<file path="src/rtl/iter_muldiv.sv">
// Iterative radix-2 multiply/divide unit for the RISC-V M-extension ops.
// One multiplier bit or one quotient bit is resolved per clock. Operands are
// reduced to magnitudes on accept and the sign is re-applied in FIX.
module iter_muldiv #(
    parameter int XLEN = 32
) (
    input  logic            clk,
    input  logic            rst,
    input  logic            start,
    input  logic [2:0]      op,
    input  logic [XLEN-1:0] A,
    input  logic [XLEN-1:0] B,
    output logic            busy,
    output logic            done,
    output logic [XLEN-1:0] result,
    output logic            div_by_zero
);

    localparam int CW = $clog2(XLEN + 1);
    localparam logic [XLEN-1:0] MOST_NEG = {1'b1, {(XLEN-1){1'b0}}};

    typedef enum logic [1:0] {IDLE, CALC, FIX} state_t;

    state_t            state_q;
    logic [2:0]        op_q;
    // Multiply: {partial product high, multiplier shifting out the bottom}.
    // Divide:   {partial remainder, dividend bits shifting into quotient}.
    logic [2*XLEN-1:0] acc_q;
    logic [XLEN-1:0]   opnd_q;      // multiplicand or divisor magnitude
    logic [CW-1:0]     cnt_q;
    logic              neg_q;       // negate product / quotient in FIX
    logic              rneg_q;      // negate remainder in FIX
    logic              dbz_pend_q;
    logic [XLEN-1:0]   result_q;
    logic              done_q;
    logic              dbz_q;

    // Accept-time decode: signedness, magnitudes and the divide special cases
    logic              is_div, a_sgn, b_sgn, a_neg, b_neg, b_zero, ovf, special;
    logic [XLEN-1:0]   mag_a, mag_b, opnd_d;
    logic [2*XLEN-1:0] acc_d;
    logic              neg_d, rneg_d;

    always_comb begin
        is_div  = op[2];
        a_sgn   = is_div ? ~op[0] : (op[1:0] != 2'b11);
        b_sgn   = is_div ? ~op[0] : ~op[1];
        a_neg   = a_sgn & A[XLEN-1];
        b_neg   = b_sgn & B[XLEN-1];
        mag_a   = a_neg ? -A : A;
        mag_b   = b_neg ? -B : B;
        b_zero  = (B == {XLEN{1'b0}});
        ovf     = is_div & ~op[0] & (A == MOST_NEG) & (B == {XLEN{1'b1}});
        special = is_div & (b_zero | ovf);
        acc_d   = {{XLEN{1'b0}}, mag_b};
        opnd_d  = mag_a;
        neg_d   = a_neg ^ b_neg;
        rneg_d  = 1'b0;
        if (is_div) begin
            acc_d  = {{XLEN{1'b0}}, mag_a};
            opnd_d = mag_b;
            rneg_d = a_neg;
            // Special cases preload the raw final {remainder, quotient}
            // and disable sign correction so FIX passes them through.
            if (b_zero) begin
                acc_d  = {A, {XLEN{1'b1}}};
                neg_d  = 1'b0;
                rneg_d = 1'b0;
            end else if (ovf) begin
                acc_d  = {{XLEN{1'b0}}, A};
                neg_d  = 1'b0;
                rneg_d = 1'b0;
            end
        end
    end

    // One iteration: shift-add for multiply, restoring subtract for divide
    logic [XLEN:0]     mul_sum, div_shift, div_diff;
    logic [2*XLEN-1:0] step_d;

    always_comb begin
        mul_sum   = {1'b0, acc_q[2*XLEN-1:XLEN]}
                  + (acc_q[0] ? {1'b0, opnd_q} : {(XLEN+1){1'b0}});
        div_shift = {acc_q[2*XLEN-1:XLEN], acc_q[XLEN-1]};
        div_diff  = div_shift - {1'b0, opnd_q};
        if (op_q[2]) begin
            // Partial remainder < divisor, so bit XLEN of the difference
            // is exactly the borrow.
            if (!div_diff[XLEN])
                step_d = {div_diff[XLEN-1:0], acc_q[XLEN-2:0], 1'b1};
            else
                step_d = {div_shift[XLEN-1:0], acc_q[XLEN-2:0], 1'b0};
        end else begin
            step_d = {mul_sum, acc_q[XLEN-1:1]};
        end
    end

    // Final sign correction and result selection
    logic [2*XLEN-1:0] prod;
    logic [XLEN-1:0]   quo, rem, fix_res;

    always_comb begin
        prod = neg_q  ? -acc_q : acc_q;
        quo  = neg_q  ? -acc_q[XLEN-1:0] : acc_q[XLEN-1:0];
        rem  = rneg_q ? -acc_q[2*XLEN-1:XLEN] : acc_q[2*XLEN-1:XLEN];
        if (op_q[2])
            fix_res = op_q[1] ? rem : quo;
        else
            fix_res = (op_q[1:0] == 2'b00) ? prod[XLEN-1:0] : prod[2*XLEN-1:XLEN];
    end

    // Control FSM with registered result/done/div_by_zero
    always_ff @(posedge clk or posedge rst) begin
        if (rst) begin
            state_q    <= IDLE;
            op_q       <= 3'b000;
            acc_q      <= {(2*XLEN){1'b0}};
            opnd_q     <= {XLEN{1'b0}};
            cnt_q      <= {CW{1'b0}};
            neg_q      <= 1'b0;
            rneg_q     <= 1'b0;
            dbz_pend_q <= 1'b0;
            result_q   <= {XLEN{1'b0}};
            done_q     <= 1'b0;
            dbz_q      <= 1'b0;
        end else begin
            done_q <= 1'b0;
            case (state_q)
                IDLE: begin
                    if (start) begin
                        op_q       <= op;
                        acc_q      <= acc_d;
                        opnd_q     <= opnd_d;
                        neg_q      <= neg_d;
                        rneg_q     <= rneg_d;
                        dbz_pend_q <= is_div & b_zero;
                        dbz_q      <= 1'b0;
                        cnt_q      <= CW'(XLEN);
                        state_q    <= special ? FIX : CALC;
                    end
                end
                CALC: begin
                    acc_q <= step_d;
                    cnt_q <= cnt_q - CW'(1);
                    if (cnt_q == CW'(1))
                        state_q <= FIX;
                end
                FIX: begin
                    result_q <= fix_res;
                    dbz_q    <= dbz_pend_q;
                    done_q   <= 1'b1;
                    state_q  <= IDLE;
                end
                default: state_q <= IDLE;
            endcase
        end
    end

    assign busy        = (state_q != IDLE);
    assign done        = done_q;
    assign result      = result_q;
    assign div_by_zero = dbz_q;

endmodule

</file>
<file path="config.mk">
export PLATFORM = sky130hd
export DESIGN_NAME = iter_muldiv
export DESIGN_NICKNAME = d
export VERILOG_FILES = /design/src/rtl/iter_muldiv.sv
export SDC_FILE = /design/constraint.sdc
export NUM_CORES = 1
export LEC_CHECK = 0
export ABC_AREA = 1
export BUFFER_PORTS_ARGS = -buffer_cell sky130_fd_sc_hd__buf_4
export CORE_ASPECT_RATIO = 1.25
export CORE_MARGIN = 2
export CORE_UTILIZATION = 40
export DETAILED_ROUTE_END_ITERATION = 16
export PLACE_DENSITY_LB_ADDON = 0.08
export SLEW_MARGIN = 0
export SYNTH_ARGS = -nofsm -noshare
export SYNTH_HDL_FRONTEND = slang
export SYNTH_SLANG_ARGS = --single-unit
</file>
<file path="constraint.sdc">
create_clock -name clk -period 4.35 [get_ports clk]
set_input_delay 0.435 -clock clk [delete_from_list [all_inputs] [get_ports clk]]
set_output_delay 0.435 -clock clk [all_outputs]
set_load 0.01 [all_outputs]
</file>
==> reports/qor_table.md, run 1 <==
| Parameter | This run | Unit |
| --- | --- | --- |
| Status | finished, final reports clean | - |
| P&R area growth vs syn | 10.1 | % |
| Setup WS post-layout | 0.995 | ns |
| Syn Inst Count | 3520 | - |
| Count of nets after finishing | 3696 | - |
| Combinational share of power | 0.756 | - |
| Initial Utilization | 0.406 | - |
| Filler instances | 5420 | - |
| Antenna cells | 0 | - |
| Power per cell area | 935 | nW/µm² |
| Slowest-stage cell, CP | sky130_fd_sc_hd__dfrtp_1 | - |
| Reg2reg path depth | 20 | - |
| Highest fanout seen on the critical path | 33 | - |
| Number of synthesized flops with an enable pin | 0 | - |
| Maximum number of pins on one net before global-route repair | 90 | - |
| Max Transition Viols Final | 0 | - |
| Initial antenna violation count | 0 | - |
| Sequential power share | 0.164 | - |
| Die Height | 249 | µm |
| Count of final hold-check violations | 0 | - |
| Fraction of the cycle the final worst path needs | 0.771 | - |
| Post-detailed-route via-to-cell ratio | 5.51 | - |
| Horizontal extent of the die | 200 | µm |
| Core Area | 47200 | µm² |
| Clock period minus final worst setup slack | 3.36 | ns |
| Worst flop-to-flop path endpoint | acc_q[63] | - |
| Fmax | 0.298 | GHz |
| Switching Fraction | 0.628 | - |
| Final cell count without fillers | 4203 | - |
| Number of clock sinks | 144 | - |
| Core utilization of the finished layout | 0.447 | - |
| Class of the most critical setup path | reg2reg | - |
| DRC Markers | 0 | - |
| Combinational family with the most area after synthesis | simple AND/OR/NAND/NOR gates | - |
| Destination of the critical timing path | acc_q[63] | - |
| Transition at the pin with the smallest max-transition slack | 1.07 | ns |
| Leak pwr | 11.5 | nW |
| Series of cell instances along the critical path | inv_1 -> ha_1 -> fa_1 -> inv_1 -> nand3_1 -> nand2_2 -> nand2_2 -> nand2_2 -> nand2_1 -> nand2_2 -> nand2_4 -> nand2_4 -> nand2_4 -> nand2_8 -> nand2_1 -> nand2_1 -> nand2_1 -> nand2_1 -> nand2_1 -> nand2_1 | - |
| Adder and majority gate portion of the synthesized area | 0.0485 | - |
| Drt first pass iters | 8 | - |
| Routed via count | 23153 | - |
| Synthesis warning total | 0 | - |
| Int Power | 7.34 | mW |
| Required time at the worst-slack endpoint | 4.77 | ns |
| Data arrival time at the worst-slack endpoint | 3.78 | ns |
| Synthesized-area fraction occupied by xor and xnor cells | 0.0398 | - |
| Total of max-cap violations | 0 | - |
| H-tree level count | 4 | - |
| Register-to-register path setup slack | 0.99 | ns |
| Syn_area_per_cell | 5.44 | µm² |
| Total global routing overflow | 0 | - |
| Sw power | 12.4 | mW |
| Number of buffers created by CTS | 17 | - |
| Endpoint kind of the worst setup timing path | flip-flop | - |
| Post-place setup slack | 1.04 | ns |
| Placed Cells | 4171 | - |
| Number of top-level design ports | 105 | - |
| Origin of the worst setup path | acc_q[31] | - |
| Main synth FF type | sky130_fd_sc_hd__dfrtp_1 | - |
| Headroom to the max-slew limit | 0.288 | - |
| Clk pwr share | 0.080 | - |
| Deepest clock path buffer count | 2 | - |
| Worst clock skew | 0.0261 | ns |
| Compound-cell area share of the yosys netlist | 0.129 | - |
| Sum of negative setup slack | 0 | ns |
| Buf+Inv Stages, Crit Path | 2 | - |
| Worst hold path type | in2async | - |
| Clock slew at the register clock pins of the worst setup and hold paths | 0.08 | ns |
| Worst vdd ir | 0.532 | mV |
| Fraction of the yosys area taken by sequential cells | 0.188 | - |
| CTS tree | built | - |
| Post-CTS setup buffer count | 0 | - |
| Routed wire per std cell | 21.6 | µm |
| Async set or reset register ratio after synthesis | 1.00 | - |
| Launch point of the worst reg-to-reg path | acc_q[31] | - |
| Nature of the critical path startpoint | flip-flop | - |
| Overall global routing resource usage | 0.363 | - |
| Longest individual stage delay on the worst path | 0.52 | ns |
| Number of buffers inserted for hold repair after clock tree synthesis | 0 | - |
| Post-cts gate resize count | 0 | - |
| Final setup violating endpoints | 0 | - |
| Detailed Route Iter0 Violations | 2447 | - |
| Wire length of the first global-routing pass | 134000 | µm |
| Number of global-route vias before repair | 21371 | - |
| Ratio of cells with drive above 1 in the final layout | 0.0709 | - |
| Post-Synth Simple-Gate Area | 0.457 | - |
| Most numerous cell on the critical path | sky130_fd_sc_hd__nand2_1 | - |
| Mux contribution to synthesized area | 0.000522 | - |
| Syn_nets | 3663 | - |
| CP delay by family, top | simple AND/OR/NAND/NOR gates | - |
| Total routed wirelength | 90600 | µm |
| Antenna viol nets, final | 0 | - |
| Number of input and output port buffers inserted | 104 | - |
| Area taken by flip-flops and latches | 3610 | µm² |
| Post-DP HPWL | 73500 | µm |
| Die area | 49700 | µm² |
| Global placer's final weighted congestion | 1.00 | - |
| Std-Cell Rows | 89 | - |
| Area of the mapped netlist | 19200 | µm² |
| Root buffer selected by CTS | sky130_fd_sc_hd__clkbuf_16 | - |
| Number of synthesized register bits | 144 | - |
| Total area of multi-input combinational cells | 13000 | µm² |
| Count of different cell masters after synthesis | 52 | - |
| Setup repair after global routing missed its margin | no | - |
| Logic depth of the worst setup path including buffers | 20 | - |
| Insertion delay of the later-clocked pin in the worst-skew pair | 0.49 | ns |
==> power groups by stage <==
stage | sequential [mW] | combinational [mW] | clock, mW
after floorplan | 2.63 | 10.2 | 0
after global placement | 3.19 | 14.5 | 0
after detailed placement | 3.21 | 14.5 | 0
after CTS | 3.18 | 14.6 | 1.59
after global routing | 3.28 | 16.4 | 1.65
final | 3.23 | 14.9 | 1.58
==> sequential cells by signal (all words and copies together) (netlist names), 2 cells and up <==
signal	flops
cnt_q	6
op_q	3
acc_q	64
state_q	2
opnd_q	32
result	32
==> synth_stat cells, types with 10 or more instances <==
cell | count | area share
sky130_fd_sc_hd__clkbuf_1 | 75 | 0.015
sky130_fd_sc_hd__a21oi_1 | 187 | 0.049
sky130_fd_sc_hd__nor3_1 | 19 | 0.0050
sky130_fd_sc_hd__nand3b_1 | 12 | 0.0047
sky130_fd_sc_hd__o221ai_1 | 12 | 0.0055
sky130_fd_sc_hd__xor2_1 | 84 | 0.038
sky130_fd_sc_hd__a22oi_1 | 16 | 0.0063
sky130_fd_sc_hd__o21ai_1 | 10 | 0.0026
sky130_fd_sc_hd__inv_2 | 16 | 0.0031
sky130_fd_sc_hd__o211ai_1 | 26 | 0.010
sky130_fd_sc_hd__o21ai_0 | 152 | 0.040
sky130_fd_sc_hd__buf_1 | 17 | 0.0033
sky130_fd_sc_hd__dfrtp_1 | 144 | 0.19
sky130_fd_sc_hd__nor2_1 | 397 | 0.078
sky130_fd_sc_hd__nand2_1 | 1229 | 0.24
sky130_fd_sc_hd__nand3_1 | 350 | 0.091
sky130_fd_sc_hd__inv_1 | 526 | 0.10
sky130_fd_sc_hd__nand2_2 | 13 | 0.0042
sky130_fd_sc_hd__nand4_1 | 37 | 0.012
sky130_fd_sc_hd__buf_2 | 22 | 0.0057
sky130_fd_sc_hd__ha_1 | 71 | 0.046
==> worst min-delay path by stage <==
stage | start | end | slack [ns]
finish | rst | done | 0.06
global route | rst | done | 0.12
CTS | rst | done | 0.08
detailed placement | result[10] | result[10] | 0.47
global placement | result[10] | result[10] | 0.46
floorplan | op_q[0] | op_q[0] | 0.44
==> cell usage in the layout, fill, tap and decap left out, types with 13 or more instances in the layout <==
cell                        netlist  layout
sky130_fd_sc_hd__a21oi_1        187     187
sky130_fd_sc_hd__a22oi_1         16      16
sky130_fd_sc_hd__buf_4            8     141
sky130_fd_sc_hd__clkbuf_16        0      17
sky130_fd_sc_hd__dfrtp_1        144     142
sky130_fd_sc_hd__ha_1            71      71
sky130_fd_sc_hd__inv_1          526     525
sky130_fd_sc_hd__inv_2           16      17
sky130_fd_sc_hd__nand2_1       1229    1229
sky130_fd_sc_hd__nand2_2         13      13
sky130_fd_sc_hd__nand3_1        350     350
sky130_fd_sc_hd__nand4_1         37      37
sky130_fd_sc_hd__nor2_1         397     393
sky130_fd_sc_hd__nor3_1          19      19
sky130_fd_sc_hd__o211ai_1        26      26
sky130_fd_sc_hd__o21ai_0        152     152
sky130_fd_sc_hd__xor2_1          84      84
==> metal layers <==
metal / vias up / part of all wire / GRT usage
met4: 0 / 0.058 / 0.190
met3: 201 / 0.079 / 0.0506
li1: 11142 / - / -
met2: 1078 / 0.44 / 0.568
met1: 10732 / 0.42 / 0.482
met5: - / 0 / 0
==> cell type report <==
cell class	instances	area share
Tap cell	637	0.0378
Multi-Input combinational cell	2705	0.615
Timing Repair Buffer	141	0.0502
Clock buffer	17	0.0202
Clock inverter	15	0.00896
Sequential cell	144	0.171
Inverter	544	0.0971
==> per-stage QoR <==
stage	hold slack, ns	instance area [µm²]	power (mW)
2_1_floorplan	0.443	19200	12.9
3_3_place_gp	0.464	20500	17.7
3_5_place_dp	0.468	20500	17.7
4_1_cts	0.0799	21100	19.4
5_1_grt	0.122	21100	21.4
6_report	0.0606	21100	19.7
==> cell families after synthesis <==
| logic type | Yosys count |
|---|---|
| flops | 144 |
| xor+xnor | 87 |
| mux | 1 |
| buf+inv | 671 |
| fa+ha+maj | 73 |
| compound gates | 438 |
| simple gates | 2106 |
(Power assumes the default switching activity.)
==> inputs of run 2 (changes only) <==
Settings changed: ABC_AREA 1 to 0.
Clock period 4.35 ns to 2.8 ns, I/O delays scaled along.
==> run 2 against run 1 <==
- the flow now finishes with violations (negative setup slack)
- core utilization up 13 points
- register-to-register slack worse by 1.5 ns
- final cell count down 31%
==> reports/qor_table.md, run 2 <==
| Parameter | This run | Unit | Change |
| --- | --- | --- | --- |
| Insertion delay of the later-clocked pin in the worst-skew pair | 0.46 | ns | was 0.49 ns |
| Initial antenna violation count | 0 | - | unchanged |
| Required time at the worst-slack endpoint | 3.18 | ns | was 4.77 ns |
| Antenna cells | 0 | - | unchanged |
| Endpoint kind of the worst setup timing path | flip-flop | - | unchanged |
| Data arrival time at the worst-slack endpoint | 3.66 | ns | was 3.78 ns |
| Transition at the pin with the smallest max-transition slack | 0.822 | ns | was 1.07 ns |
| Synthesis warning total | 0 | - | unchanged |
| Top area cells in the synthesized netlist | sky130_fd_sc_hd__dfrtp_1 (24%), sky130_fd_sc_hd__o21ai_0 (6.6%), sky130_fd_sc_hd__ha_1 (6.0%) | - | was sky130_fd_sc_hd__nand2_1 (24%), sky130_fd_sc_hd__dfrtp_1 (19%), sky130_fd_sc_hd__inv_1 (10%) |
| Number of synthesized register bits | 144 | - | unchanged |
| Fraction of the cycle the final worst path needs | 1.17 | - | was 0.771 |
| Sw power | 14.3 | mW | was 12.4 mW |
| Power per cell area | 1390 | nW/µm² | was 935 nW/µm² |
| Post-place setup slack | -0.511 | ns | was 1.04 ns |
| Count of different cell masters after synthesis | 86 | - | was 52 |
| Register-to-register path setup slack | -0.49 | ns | was 0.99 ns |
| Worst clock skew | 0.0158 | ns | was 0.0261 ns |
| Clk pwr share | 0.082 | - | was 0.080 |
| Clock slew at the register clock pins of the worst setup and hold paths | 0.07 | ns | was 0.08 ns |
| Met2 wire len | 30700 | µm | was 40100 µm |
| Global placer's final weighted congestion | 0.959 | - | was 1.00 |
| Total global routing overflow | 0 | - | unchanged |
| Top cell type's share of synthesized area | 0.245 | - | was 0.241 |
| Routed met1 length | 27400 | µm | was 38000 µm |
| DRC Markers | 0 | - | unchanged |
| Commonest cells post-synth | sky130_fd_sc_hd__nand2_1 (226), sky130_fd_sc_hd__o21ai_0 (193), sky130_fd_sc_hd__a21oi_1 (174) | - | was sky130_fd_sc_hd__nand2_1 (1229), sky130_fd_sc_hd__inv_1 (526), sky130_fd_sc_hd__nor2_1 (397) |
| Setup WS post-layout | -0.486 | ns | was 0.995 ns |
| Series of cell instances along the critical path | and2_1 -> ha_2 -> fa_2 -> a211o_1 -> o211ai_1 -> a22oi_2 -> a22oi_2 -> o31a_1 -> o221ai_2 -> a221oi_2 -> buf_4 -> o31ai_2 -> xnor2_1 -> o211ai_1 | - | was inv_1 -> ha_1 -> fa_1 -> inv_1 -> nand3_1 -> nand2_2 -> nand2_2 -> nand2_2 -> nand2_1 -> nand2_2 -> nand2_4 -> nand2_4 -> nand2_4 -> nand2_8 -> nand2_1 -> nand2_1 -> nand2_1 -> nand2_1 -> nand2_1 -> nand2_1 |
| Async set or reset register ratio after synthesis | 1.00 | - | unchanged |
| Post-DP HPWL | 51700 | µm | was 73500 µm |
| Syn_area_per_cell | 7.53 | µm² | was 5.44 µm² |
| Worst hold path type | in2reg | - | was in2async |
| Core Area | 36300 | µm² | was 47200 µm² |
| Uppermost routed layer | met4 | - | unchanged |
| Largest register FFs | 64 | - | unchanged |
| Antenna viol nets, final | 0 | - | unchanged |
| Buf+Inv Stages, Crit Path | 1 | - | was 2 |
| Overall global routing resource usage | 0.336 | - | was 0.363 |
| Highest fanout seen on the critical path | 3 | - | was 33 |
| Commonest cells after routing, fill and taps aside | sky130_fd_sc_hd__buf_4 (501), sky130_fd_sc_hd__nand2_1 (216), sky130_fd_sc_hd__nor2_1 (158) | - | was sky130_fd_sc_hd__nand2_1 (1229), sky130_fd_sc_hd__inv_1 (525), sky130_fd_sc_hd__nor2_1 (393) |
| Syn_nets | 2099 | - | was 3663 |
| Number of top-level design ports | 105 | - | unchanged |
| Area of the mapped netlist | 14700 | µm² | was 19200 µm² |
| Post-detailed-route via-to-cell ratio | 5.83 | - | was 5.51 |
| Combinational share of power | 0.782 | - | was 0.756 |
| Count of nets after finishing | 2536 | - | was 3696 |
| DR WL met3 | 3540 | µm | was 7200 µm |
| Routed via count | 16812 | - | was 23153 |
| Fraction of the yosys area taken by sequential cells | 0.245 | - | was 0.188 |
| Dpl cell area | 19200 | µm² | was 20500 µm² |
| Die Height | 219 | µm | was 249 µm |
| Wire length of the first global-routing pass | 97300 | µm | was 134000 µm |
| CP delay by family, top | compound AO/OA/AOI/OAI gates | - | was simple AND/OR/NAND/NOR gates |
| Number of global-route vias before repair | 16088 | - | was 21371 |
| Deepest clock path buffer count | 2 | - | unchanged |
| Number of buffers created by CTS | 17 | - | unchanged |
| Count of final hold-check violations | 0 | - | unchanged |
| Switching Fraction | 0.495 | - | was 0.628 |
| Number of clock sinks | 144 | - | unchanged |
| Sum of negative setup slack | -16.84 | ns | was 0 ns |
| Headroom to the max-slew limit | 0.452 | - | was 0.288 |
| Total of max-cap violations | 0 | - | unchanged |
| Syn Inst Count | 1956 | - | was 3520 |
| Nature of the critical path startpoint | flip-flop | - | unchanged |
| Die area | 38400 | µm² | was 49700 µm² |
| Area leader, netlist | sky130_fd_sc_hd__dfrtp_1 | - | was sky130_fd_sc_hd__nand2_1 |
| Root buffer selected by CTS | sky130_fd_sc_hd__clkbuf_16 | - | unchanged |
| Routed wire per std cell | 22.6 | µm | was 21.6 µm |
| Leak pwr | 9.16 | nW | was 11.5 nW |
| Maximum number of pins on one net before global-route repair | 81 | - | was 90 |
| Longest individual stage delay on the worst path | 0.43 | ns | was 0.52 ns |
| Most common cell after layout, fill and taps aside | sky130_fd_sc_hd__buf_4 | - | was sky130_fd_sc_hd__nand2_1 |
| Class of the most critical setup path | reg2reg | - | unchanged |
| Detailed Route Iter0 Violations | 1253 | - | was 2447 |
| Max Transition Viols Final | 0 | - | unchanged |
| Int Power | 14.6 | mW | was 7.34 mW |
| H-tree level count | 4 | - | unchanged |
| Horizontal extent of the die | 176 | µm | was 200 µm |
| Total routed wirelength | 65300 | µm | was 90600 µm |
| Tot Pwr | 28.9 | mW | was 19.7 mW |
| Setup repair after global routing missed its margin | yes | - | was no |
| Worst vdd ir | 0.896 | mV | was 0.532 mV |
| Slowest-stage cell, CP | sky130_fd_sc_hd__dfrtp_1 | - | unchanged |
| Count leader, synth | sky130_fd_sc_hd__nand2_1 | - | unchanged |
| Main synth FF type | sky130_fd_sc_hd__dfrtp_1 | - | unchanged |
| Post-route cell area | 20800 | µm² | was 21100 µm² |
| Number of input and output port buffers inserted | 104 | - | unchanged |
| Drt first pass iters | 7 | - | was 8 |
| Initial Utilization | 0.406 | - | about the same |
| Status | finished with violations | - | was finished, final reports clean |
| Largest register by flop count | acc_q | - | unchanged |
| Std-Cell Rows | 78 | - | was 89 |
| CTS tree | built | - | unchanged |
| Fmax | 0.304 | GHz | was 0.298 GHz |
| Final setup violating endpoints | 54 | - | was 0 |
| P&R area growth vs syn | 40.9 | % | was 10.1% |
| Number of synthesized flops with an enable pin | 0 | - | unchanged |
| Sequential power share | 0.137 | - | was 0.164 |
| Failing checks | negative setup slack | - |  |
| Clock period minus final worst setup slack | 3.29 | ns | was 3.36 ns |
| Ratio of cells with drive above 1 in the final layout | 0.316 | - | was 0.0709 |
==> run 2: layer usage <==
metal  vias to the layer above  track usage
met2                       572        0.559
met1                      8152        0.426
met4                         0        0.174
li1                       7972            -
met5                         -            0
met3                       116       0.0421
==> run 2: repair_timing <==
action | 4_1_cts | 5_1_grt
gates resized for setup | 89 | 102
pin swaps | 57 | 59
gates cloned | 0 | 1
hold buffers | 1 | 0
setup buffers | 25 | 15
endpoints found under the hold margin | 17 | 0
endpoints found under the setup margin | 65 | 66
==> run 2: final cells by class <==
type | count | area (µm²)
Tap cell | 480 | 601
Timing Repair Buffer | 550 | 4480
Sequential cell | 144 | 3610
Fill cell | 3480 | 15500
Clock inverter | 15 | 158
Clock buffer | 17 | 425
Multi-Input combinational cell | 1606 | 11200
Inverter | 73 | 308
Timing Repair inverter | 1 | 11.3
==> run 2: worst min-delay path: cells and delay by family <==
family,cells,cell delay (ns)
simple gates,2,0.11
buf+inv,1,0.12
==> run 2: path summary, 6_finish.rpt <==
| kind | start | end | cells past startpoint |
|---|---|---|---|
| min | op[0] | op_q[0] | 3 |
| max | opnd_q[0] | acc_q[61] | 14 |
| min in group asynchronous | rst | result[16] | 3 |
| max reg2reg | opnd_q[0] | acc_q[61] | 14 |
| min reg2reg | result[1] | result[1] | 2 |
| max in group asynchronous | rst | acc_q[33] | 4 |
==> run 2: cell families (layout without fill, tap and decap cells) <==
group | after synthesis | count (layout) | synth area share
and+or+nand+nor | 595 | 595 | 0.190
buffers and inverters | 206 | 656 | 0.0542
AOI/OAI and AO/OA | 674 | 674 | 0.284
adders and majority gates | 73 | 73 | 0.0630
DFF | 144 | 144 | 0.245
muxes | 73 | 73 | 0.0509
xor gates and xnor gates | 191 | 191 | 0.114
==> run 2: per-stage QoR <==
| step | util | instances | hold slack [ns] |
|---|---|---|---|
| after floorplan | - | 1956 | 0.385 |
| after global placement | 0.528 | 2817 | 0.354 |
| after detailed placement | 0.528 | 2817 | 0.355 |
| after CTS | 0.558 | 2872 | 0.0697 |
| after global routing | 0.572 | 2886 | 0.106 |
| final | 0.572 | 2886 | 0.0849 |
==> run 2: power groups by stage <==
stage	logic, mW	registers (mW)	clock network, mW
5_1_grt	24.3	4.06	2.47
3_5_place_dp	20.4	3.94	0
3_3_place_gp	20.3	3.90	0
2_1_floorplan	11.9	3.92	0
6_report	22.6	3.95	2.36
4_1_cts	21.4	3.93	2.38
